`src/rtl/card_mem_arbiter_if.sv`:
```
// Card memory access bus: gameplay write, select read, display read and
// the clear-in-progress flag, bundled so the arbiter and its users share one port.
interface card_mem_arbiter_if #(
  parameter int DATA_W = 6,
  parameter int ADDR_W = 4
);
  logic              WrReq;
  logic [ADDR_W-1:0] WrLoc;
  logic [DATA_W-1:0] WrData;
  logic              WrAck;
  logic              SelReq;
  logic [ADDR_W-1:0] SelLoc;
  logic [DATA_W-1:0] SelData;
  logic              SelValid;
  logic              DispReq;
  logic [ADDR_W-1:0] DispLoc;
  logic [DATA_W-1:0] DispData;
  logic              DispValid;
  logic              Busy;

  // Requester side.
  modport master (
    output WrReq, WrLoc, WrData, SelReq, SelLoc, DispReq, DispLoc,
    input  WrAck, SelData, SelValid, DispData, DispValid, Busy
  );

  // Arbiter side.
  modport slave (
    input  WrReq, WrLoc, WrData, SelReq, SelLoc, DispReq, DispLoc,
    output WrAck, SelData, SelValid, DispData, DispValid, Busy
  );
endinterface

```
`src/rtl/card_mem_arbiter.sv`:
```
// Card memory (16 x 6) with a single access port shared by the gameplay
// writer, the select reader and the display reader. One grant per cycle,
// fixed priority Wr > Sel > Disp, with the display promoted to the top once it
// has been denied STARVE_LIMIT cycles in a row. The memory is cleared
// sequentially after every reset before any request is served.
module card_mem_arbiter #(
  parameter int DATA_W       = 6,
  parameter int ADDR_W       = 4,
  parameter int STARVE_LIMIT = 8
) (
  input logic                Clk,
  input logic                Reset,
  card_mem_arbiter_if.slave  bus
);
  localparam int DEPTH = 1 << ADDR_W;
  localparam int CNT_W = $clog2(STARVE_LIMIT + 1);

  typedef enum logic {ST_CLEAR, ST_RUN} state_t;

  state_t            state_q, state_d;
  logic [ADDR_W-1:0] clr_addr_q, clr_addr_d;
  logic              wr_ack_q, wr_ack_d;
  logic              sel_valid_q, sel_valid_d;
  logic              disp_valid_q, disp_valid_d;
  logic [DATA_W-1:0] sel_data_q, sel_data_d;
  logic [DATA_W-1:0] disp_data_q, disp_data_d;
  logic [CNT_W-1:0]  starve_cnt_q, starve_cnt_d;
  logic [DATA_W-1:0] mem_q [DEPTH];

  logic              mem_we;
  logic [ADDR_W-1:0] mem_waddr;
  logic [DATA_W-1:0] mem_wdata;
  logic              wr_elig, sel_elig, disp_elig, promote;
  logic              gnt_wr, gnt_sel, gnt_disp;

  // Arbitration: a requester whose ack is high this cycle sits out, so each
  // one needs at least two cycles per access and cannot be double-served.
  always_comb begin
    wr_elig   = bus.WrReq   & ~wr_ack_q;
    sel_elig  = bus.SelReq  & ~sel_valid_q;
    disp_elig = bus.DispReq & ~disp_valid_q;
    promote   = (starve_cnt_q == CNT_W'(STARVE_LIMIT));
    gnt_wr    = 1'b0;
    gnt_sel   = 1'b0;
    gnt_disp  = 1'b0;
    if (state_q == ST_RUN) begin
      if (promote && disp_elig) gnt_disp = 1'b1;
      else if (wr_elig)         gnt_wr   = 1'b1;
      else if (sel_elig)        gnt_sel  = 1'b1;
      else if (disp_elig)       gnt_disp = 1'b1;
    end
  end

  // Next-state: clear sequencing, memory port steering, read capture, starvation count.
  always_comb begin
    state_d      = state_q;
    clr_addr_d   = clr_addr_q;
    wr_ack_d     = gnt_wr;
    sel_valid_d  = gnt_sel;
    disp_valid_d = gnt_disp;
    sel_data_d   = sel_data_q;
    disp_data_d  = disp_data_q;
    starve_cnt_d = starve_cnt_q;
    mem_we       = 1'b0;
    mem_waddr    = bus.WrLoc;
    mem_wdata    = bus.WrData;
    case (state_q)
      ST_CLEAR: begin
        mem_we     = 1'b1;
        mem_waddr  = clr_addr_q;
        mem_wdata  = '0;
        clr_addr_d = clr_addr_q + 1'b1;
        if (clr_addr_q == ADDR_W'(DEPTH - 1)) state_d = ST_RUN;
      end
      default: begin
        mem_we = gnt_wr;
        // Reads see the array as it was before this cycle's edge.
        if (gnt_sel)  sel_data_d  = mem_q[bus.SelLoc];
        if (gnt_disp) disp_data_d = mem_q[bus.DispLoc];
      end
    endcase
    if (!bus.DispReq || gnt_disp) begin
      starve_cnt_d = '0;
    end else if ((state_q == ST_RUN) && disp_elig && !promote) begin
      starve_cnt_d = starve_cnt_q + 1'b1;
    end
  end

  // Control and output registers; reset restarts the clear and drops any grant.
  always_ff @(posedge Clk) begin
    if (Reset) begin
      state_q      <= ST_CLEAR;
      clr_addr_q   <= '0;
      wr_ack_q     <= 1'b0;
      sel_valid_q  <= 1'b0;
      disp_valid_q <= 1'b0;
      sel_data_q   <= '0;
      disp_data_q  <= '0;
      starve_cnt_q <= '0;
    end else begin
      state_q      <= state_d;
      clr_addr_q   <= clr_addr_d;
      wr_ack_q     <= wr_ack_d;
      sel_valid_q  <= sel_valid_d;
      disp_valid_q <= disp_valid_d;
      sel_data_q   <= sel_data_d;
      disp_data_q  <= disp_data_d;
      starve_cnt_q <= starve_cnt_d;
    end
  end

  // Card memory write port; suppressed on the reset edge so an aborted write never lands.
  always_ff @(posedge Clk) begin
    if (mem_we && !Reset) mem_q[mem_waddr] <= mem_wdata;
  end

  assign bus.WrAck     = wr_ack_q;
  assign bus.SelValid  = sel_valid_q;
  assign bus.SelData   = sel_data_q;
  assign bus.DispValid = disp_valid_q;
  assign bus.DispData  = disp_data_q;
  assign bus.Busy      = (state_q == ST_CLEAR);
endmodule

```
`src/flat_wrapper.sv`:
```
// flat-port wrapper written by rule: the top's interface ports become plain ports
module card_mem_arbiter_flat 
#(
  parameter int DATA_W       = 6,
  parameter int ADDR_W       = 4,
  parameter int STARVE_LIMIT = 8
)
  (Clk, Reset, bus_WrReq, bus_WrLoc, bus_WrData, bus_SelReq, bus_SelLoc, bus_DispReq, bus_DispLoc, bus_WrAck, bus_SelData, bus_SelValid, bus_DispData, bus_DispValid, bus_Busy);
  card_mem_arbiter_if #(.DATA_W(DATA_W), .ADDR_W(ADDR_W)) bus_i ();
  input logic Clk;
  input logic Reset;
  input wire logic [$bits(bus_i.WrReq)-1:0] bus_WrReq;
  input wire logic [$bits(bus_i.WrLoc)-1:0] bus_WrLoc;
  input wire logic [$bits(bus_i.WrData)-1:0] bus_WrData;
  input wire logic [$bits(bus_i.SelReq)-1:0] bus_SelReq;
  input wire logic [$bits(bus_i.SelLoc)-1:0] bus_SelLoc;
  input wire logic [$bits(bus_i.DispReq)-1:0] bus_DispReq;
  input wire logic [$bits(bus_i.DispLoc)-1:0] bus_DispLoc;
  output wire logic [$bits(bus_i.WrAck)-1:0] bus_WrAck;
  output wire logic [$bits(bus_i.SelData)-1:0] bus_SelData;
  output wire logic [$bits(bus_i.SelValid)-1:0] bus_SelValid;
  output wire logic [$bits(bus_i.DispData)-1:0] bus_DispData;
  output wire logic [$bits(bus_i.DispValid)-1:0] bus_DispValid;
  output wire logic [$bits(bus_i.Busy)-1:0] bus_Busy;
  assign bus_i.WrReq = bus_WrReq;
  assign bus_i.WrLoc = bus_WrLoc;
  assign bus_i.WrData = bus_WrData;
  assign bus_i.SelReq = bus_SelReq;
  assign bus_i.SelLoc = bus_SelLoc;
  assign bus_i.DispReq = bus_DispReq;
  assign bus_i.DispLoc = bus_DispLoc;
  assign bus_WrAck = bus_i.WrAck;
  assign bus_SelData = bus_i.SelData;
  assign bus_SelValid = bus_i.SelValid;
  assign bus_DispData = bus_i.DispData;
  assign bus_DispValid = bus_i.DispValid;
  assign bus_Busy = bus_i.Busy;
  card_mem_arbiter #(.DATA_W(DATA_W), .ADDR_W(ADDR_W), .STARVE_LIMIT(STARVE_LIMIT)) u_core (.Clk(Clk), .Reset(Reset), .bus(bus_i));
endmodule
```
`config.mk`:
```
export PLATFORM = sky130hd
export DESIGN_NAME = card_mem_arbiter_flat
export DESIGN_NICKNAME = d
export VERILOG_FILES = /design/src/rtl/card_mem_arbiter_if.sv /design/src/rtl/card_mem_arbiter.sv /design/src/flat_wrapper.sv
export SDC_FILE = /design/constraint.sdc
export NUM_CORES = 1
export LEC_CHECK = 0
export BUFFER_PORTS_ARGS = -buffer_cell sky130_fd_sc_hd__buf_2
export CORE_ASPECT_RATIO = 1.1
export CORE_MARGIN = 2
export CORE_UTILIZATION = 56
export DETAILED_ROUTE_END_ITERATION = 10
export HOLD_SLACK_MARGIN = 0.02
export PLACE_DENSITY = 0.82
export SYNTH_ARGS = -nofsm -noshare
export SYNTH_HDL_FRONTEND = slang
export SYNTH_SLANG_ARGS = --single-unit
```
`constraint.sdc`:
```
create_clock -name Clk -period 4.35 [get_ports Clk]
set_input_delay 0.6525 -clock Clk [delete_from_list [all_inputs] [get_ports Clk]]
set_output_delay 0.6525 -clock Clk [all_outputs]
set_load 0.01 [all_outputs]
```
==> results of run 1 <==
-- cell usage after synthesis --
cell type / number / area share [%]
a32oi_1: 1 / 0.16
or3_1: 1 / 0.11
nand3b_1: 2 / 0.27
nand3_1: 9 / 0.81
nor2_1: 25 / 1.7
o221a_2: 1 / 0.20
nor3_1: 4 / 0.36
mux2i_1: 28 / 5.0
ha_1: 3 / 0.68
mux4_2: 49 / 20
edfxtp_1: 96 / 52
a21oi_1: 6 / 0.54
inv_1: 4 / 0.27
a2111oi_0: 1 / 0.16
buf_2: 7 / 0.63
a2111o_1: 1 / 0.20
inv_2: 1 / 0.068
o2bb2ai_1: 1 / 0.16
and2_1: 6 / 0.68
o21ai_0: 1 / 0.090
xor2_1: 4 / 0.63
o221ai_1: 6 / 0.95
nor3b_1: 2 / 0.27
nand2b_1: 2 / 0.23
buf_4: 1 / 0.14
and3b_2: 1 / 0.18
clkbuf_1: 14 / 0.95
or3b_1: 1 / 0.16
o21a_1: 1 / 0.14
dfxtp_1: 24 / 8.7
a22o_1: 6 / 0.95
nand2_1: 3 / 0.20
nor2b_1: 7 / 0.79
o221ai_2: 1 / 0.27
nand4_1: 2 / 0.23
o211ai_1: 3 / 0.41
xnor2_1: 2 / 0.32
and3_1: 1 / 0.11
o32a_1: 1 / 0.18
and3b_1: 1 / 0.16
buf_1: 1 / 0.068
a31oi_1: 1 / 0.11
-- per-stage QoR --
stage	setup WS (ps)	cells	utilization, %	power [mW]
after floorplan	2060	332	-	1.39
after detailed placement	1610	467	59.4	1.43
final	1760	499	65.2	2.75
after CTS	1750	499	65.2	2.75
after global routing	1590	499	65.2	2.82
after global placement	1640	467	59.4	1.43
-- critical path: stages (launching register included) --
cell,delay [ps]
dfxtp_1,760
inv_2,260
nor3_1,240
o221a_2,260
nor2b_1,690
-- routing by layer --
metal / part of all wire, % / wire [um] / up-vias / GRT usage [%]
met3: 9.1 / 1130 / 33 / 7.82
met1: 37 / 4550 / 1676 / 29.9
met2: 51 / 6350 / 214 / 41.2
met4: 3.1 / 382 / 0 / 10.7
li1: - / - / 1430 / -
met5: 0 / 0 / - / 0
-- state kept, by name (all words and copies together), names as in the netlist --
register,flops
u_core.bus.DispData,6
u_core.state_q,1
u_core.bus.SelData,6
u_core.starve_cnt_q,4
u_core.bus.SelValid,1
u_core.bus.DispValid,1
u_core.bus.WrAck,1
u_core.mem_q,96
u_core.clr_addr_q,4
-- cells in the final DEF (no fill, tap or decap), types with 7 or more instances in the layout --
cell type   n
edfxtp_1   96
mux4_2     49
buf_2      38
mux2i_1    28
nor2_1     25
dfxtp_1    24
clkbuf_16  16
nand3_1     9
nor2b_1     7
-- final cells by class --
| class | instances | area (sq um) | share of cell area (%) |
|---|---|---|---|
| inverter | 5 | 18.8 | 0.295 |
| multi-input combinational | 184 | 2070 | 32.6 |
| tap | 120 | 150 | 2.36 |
| sequential | 120 | 3360 | 52.9 |
| timing repair buffer | 38 | 190 | 2.99 |
| clock inverter | 8 | 95.1 | 1.50 |
| clock buffer | 24 | 470 | 7.40 |
-- worst max-delay path by stage --
stage,from,end,slack [ps],cells after the start
3_5_place_dp,bus_DispLoc[2],u_core.bus.DispData[5]$_SDFFE_PP0P_,1610,4
6_report,u_core.state_q$_SDFF_PP0_,u_core.mem_q[2][3]$_DFFE_PP_,1760,4
2_1_floorplan,bus_DispLoc[2],u_core.bus.DispData[1]$_SDFFE_PP0P_,2060,6
5_1_grt,u_core.state_q$_SDFF_PP0_,u_core.mem_q[11][3]$_DFFE_PP_,1590,4
4_1_cts,u_core.state_q$_SDFF_PP0_,u_core.mem_q[2][0]$_DFFE_PP_,1750,4
3_3_place_gp,bus_DispLoc[2],u_core.bus.DispData[5]$_SDFFE_PP0P_,1640,4
-- report_power, final --
group	internal, mW	leakage [nW]	switching, mW
combinational	0.0764	0.873	0.0864
clock	0.856	0.276	0.476
sequential	1.24	1.04	0.0109
total	2.17	2.19	0.573
-- cells by family after synthesis --
group | synth area share (%)
flops | 60.6
mux | 24.9
simple gates | 6.24
compound gates | 4.51
buf+inv | 2.12
xor+xnor | 0.947
fa+ha+maj | 0.676
==> summary.md, run 1 <==
| Metric | Value |
|---|---|
| Status | finished, final reports clean |
| Post-route minimum period | 2590 ps |
| Setup TNS | 0 ps |
| CP max FO | 23 |
| Initial antenna violation count | 0 |
| Chip width | 98.9 um |
| Worst setup EP type | flop |
| Fill cells | 629 |
| GRT Total Usage | 24.7% |
| Ant. Diodes | 0 |
| Final clock skew | 6.51 ps |
| Crit start category | flop |
| Num rows | 38 |
| Kind of critical path | reg -> reg |
| R2R setup slack | 1760 ps |
| Port bufs | 38 |
| Net Count, Synth | 358 |
| RSZ-0062 raised after global routing | false |
| Max-cap violations | 0 |
| Mapped Area | 5550 sq um |
| Synthesis Warnings | 0 |
| Post-route cell area | 6360 sq um |
| H-Tree Depth | 4 |
| Static Leak | 2.19 nW |
| Clk pin slew, worst setup/hold paths | 50 ps |
| DR vias/cell | 6.72 |
| CTS Root Cell | clkbuf_8 |
| Die Height | 108 um |
| Final ANT Viol Nets | 0 |
| Vias | 3353 |
| WL final | 12400 um |
| Remaining DRCs | 0 |
| Starting Density | 57.0% |
| Final hold viol count | 0 |
| Hold path endpoint | u_core.state_q$_SDFF_PP0_ |
| Layout cells sized above 1 | 31.1% |
| Critical R2R Launch | u_core.state_q$_SDFF_PP0_ |
| Worst rel slew slack | 43.7% |
| Crit path DAT | 2740 ps |
| # hold bufs at CTS | 0 |
| Power density over cell area | 432 nW/um^2 |
| DR pass1 iterations | 5 |
| Reg2reg end | u_core.mem_q[2][3]$_DFFE_PP_ |
| Clock Path Buffers | 2 |
| Die Area | 10700 sq um |
| Worst VDD drop | 0.243 mV |
| Dpl hpwl | 8130 um |
| Final setup vio count | 0 |
| Core Area | 9750 sq um |
| Number of global-route vias before repair | 3365 |
| I/O pins | 39 |
| Clock latency on the worst-skew pair | 530 ps |
| Num CTS Buffers | 17 |
| Max Slew Vio Count | 0 |
| DR WL/cell | 24.9 um |
| Layout Nets | 392 |
| Largest net degree at the start of global routing | 25 |
| Clk sinks | 120 |
| Resized Gates After CTS | 0 |
| Req. time, crit path | 4510 ps |
| Post-synth cell types | 42 |
| Hold depth | 2 |
| Area Growth Syn to Fin | 14.5% |
| Area after DPL | 5790 sq um |
| Yosys reg bits | 120 |
| Total global routing overflow | 0 |
| Worst-Margin Slew | 844 ps |
| Syn_area_per_cell | 16.7 sq um |
| Period utilization | 59.5% |
| Worst reg-to-reg path cell count | 4 |
| Cells after Synth | 332 |
| Hold Path Class | in -> reg |
| Postcts setup bufs | 0 |
| Fmax | 387 MHz |
| First-pass GRT wire length | 19100 um |
| 1st-iter DRT viols | 363 |
| Hold Slack | 423 ps |
| Hold path startpoint | Reset |
| TritonCTS clock tree | yes |
| Seq/Total Area, Yosys | 60.6% |
| Final Wtd Congestion | 0.826 |
Note: power is estimated with default switching activity, not from simulation.
==> run 2, diff against run 1 <==
Settings changed: CORE_UTILIZATION 56 to 54.
Clock period 4.35 ns to 2.1 ns, I/O delays scaled along.
==> summary.md, run 2 (synthesized netlist as in run 1, its figures left out) <==
| Metric | Value |
|---|---|
| Total power | 5.61 mW (+100%) |
| Clk sinks | 120 (unchanged) |
| Number of global-route vias before repair | 3566 (+6.0%) |
| Layout Nets | 424 (+8.2%) |
| Top reg by flops | u_core.mem_q |
| Vias | 3465 (+3.3%) |
| Static Leak | 2.37 nW (+7.8%) |
| Largest net degree at the start of global routing | 25 (unchanged) |
| Starting Density | 55.9% (-1.1 points) |
| Num rows | 38 (unchanged) |
| Final ANT Viol Nets | 0 (unchanged) |
| Post-route minimum period | 2030 ps (-553 ps) |
| Fill cells | 604 (-4.0%) |
| Port bufs | 38 (unchanged) |
| Sw Ratio | 21.1% (+0.21 points) |
| CP Launch Point | u_core.starve_cnt_q[0]$_SDFFE_PP0P_ |
| Final core occ | 66.8% (+1.5 points) |
| # hold bufs at CTS | 0 (unchanged) |
| Dpl hpwl | 8930 um (+9.8%) |
| 1st-iter DRT viols | 385 (+6.1%) |
| Fmax | 492 MHz (+27%) |
| Max FFs per register | 96 (unchanged) |
| Hold depth | 2 (unchanged) |
| Worst-Margin Slew | 845 ps (+1.39 ps) |
| CP max FO | 5 (-78%) |
| Initial antenna violation count | 0 (unchanged) |
| Comb pwr share | 6.8% (+0.9 points) |
| Max-cap violations | 0 (unchanged) |
| DR vias/cell | 6.53 (-2.9%) |
| Clk pin slew, worst setup/hold paths | 60 ps (about the same) |
| Final setup vio count | 0 (unchanged) |
| Final std cells w/o fill | 531 (+6.4%) |
| Clock Path Buffers | 2 (unchanged) |
| Status | finished, final reports clean |
| Chip width | 101 um (+1.8%) |
| Critical R2R Launch | u_core.starve_cnt_q[0]$_SDFFE_PP0P_ |
| Final Wtd Congestion | 0.826 (about the same) |
| Clock Power Share | 47.0% (-1.5 points) |
| Clock latency on the worst-skew pair | 530 ps (about the same) |
| Die Area | 11100 sq um (+3.6%) |
| Area Growth Syn to Fin | 19.5% |
| Int Power | 4.43 mW (+100%) |
| Num CTS Buffers | 17 (unchanged) |
| WL final | 13000 um (+4.6%) |
| Die Height | 110 um (+1.8%) |
| H-Tree Depth | 4 (unchanged) |
| TritonCTS clock tree | yes |
| NetSw | 1.18 mW (+110%) |
| DR pass1 iterations | 4 (-1) |
| Period utilization | 96.8% (+37 points) |
| RSZ-0062 raised after global routing | false |
| Req. time, crit path | 2350 ps (-2160 ps) |
| Remaining DRCs | 0 (unchanged) |
| Worst VDD drop | 0.401 mV (+65%) |
| Flop pwr share | 46.2% (+0.6 points) |
| Setup TNS | 0 ps (unchanged) |
| Hold path startpoint | Reset |
| DR WL/cell | 24.4 um (-1.7%) |
| Ant. Diodes | 0 (unchanged) |
| Worst setup EP type | flop |
| Kind of critical path | reg -> reg |
| Core Area | 9940 sq um (+2.0%) |
| Crit start category | flop |
| Final hold viol count | 0 (unchanged) |
| First-pass GRT wire length | 19800 um (+3.7%) |
| Crit path DAT | 2280 ps (-460 ps) |
| Worst reg-to-reg path cell count | 7 (+3) |
| Power density over cell area | 845 nW/um^2 (+96%) |
| GRT Total Usage | 25.5% (+0.79 points) |
| Placed cells | 498 (+6.6%) |
| Worst rel slew slack | 43.2% (-0.53 points) |
| Highest-count cells in the layout ignoring fill and taps | edfxtp_1, mux4_2, buf_2 |
| Final clock skew | 8.05 ps (+1.53 ps) |
| Layout cells sized above 1 | 37.5% (+6.3 points) |
| Hold Path Class | in -> reg |
| Total global routing overflow | 0 (unchanged) |
| Max Slew Vio Count | 0 (unchanged) |
| CTS Root Cell | clkbuf_8 |
| I/O pins | 39 (unchanged) |
| Most common cell after layout, fill and taps aside | edfxtp_1 |
## run 2: layout make-up
cell class                      count  area, sq um  share of cell area [%]
Clock inverter                     10          104                    1.57
Clock buffer                       22          433                    6.52
Inverter                            5         18.8                   0.283
Timing Repair Buffer               70          468                    7.05
Multi-Input combinational cell    184         2100                    31.6
Sequential cell                   120         3370                    50.7
Tap cell                          120          150                    2.26
## run 2: metal layers
layer / vias to the layer above / wire (um) / track usage (%)
met4: 0 / 432 / 12.9
met5: - / 0 / 0
li1: 1486 / - / -
met3: 38 / 1120 / 7.69
met2: 217 / 6550 / 42.2
met1: 1724 / 4880 / 30.4
## run 2: power by group through the flow
stage          clock network (mW)  registers [mW]  logic [mW]
5_1_grt                      2.76            2.59       0.404
4_1_cts                      2.65            2.59       0.379
3_5_place_dp                    0            2.64       0.373
6_report                     2.63            2.59       0.382
3_3_place_gp                    0            2.63       0.364
2_1_floorplan                   0            2.63       0.249
## run 2: worst max-delay path, stage by stage (launching register included)
cell and delay [ps]:
dfxtp_2 330, inv_1 40, ha_1 200, and3b_2 260, a21oi_4 190, o211ai_1 280, nor2_1 270, buf_4 180
## run 2: worst paths after layout
check	end	slack [ps]
worst max-delay path	u_core.mem_q[6][1]$_DFFE_PP_	70
worst min-delay path	u_core.clr_addr_q[3]$_SDFFE_PP0N_	100
worst max register to register	u_core.mem_q[6][1]$_DFFE_PP_	70
worst min register to register	u_core.bus.DispData[3]$_SDFFE_PP0P_	470
## run 2: per-stage QoR
stage               instance area (sq um)  hold WS [ps]  worst slack, ps
CTS                                  6610          83.0             15.2
global placement                     6060           458             49.4
global route                         6640           102             3.26
detailed placement                   6060           463            -53.5
floorplan                            5550           493             58.0
finish                               6640           105             66.7
## run 2: what timing repair did
| action | in CTS | in global routing |
|---|---|---|
| pin swaps | 0 | 3 |
| gates resized for setup | 2 | 5 |
| setup endpoints to repair | 66 | 84 |
| buffers inserted | 0 | 1 |
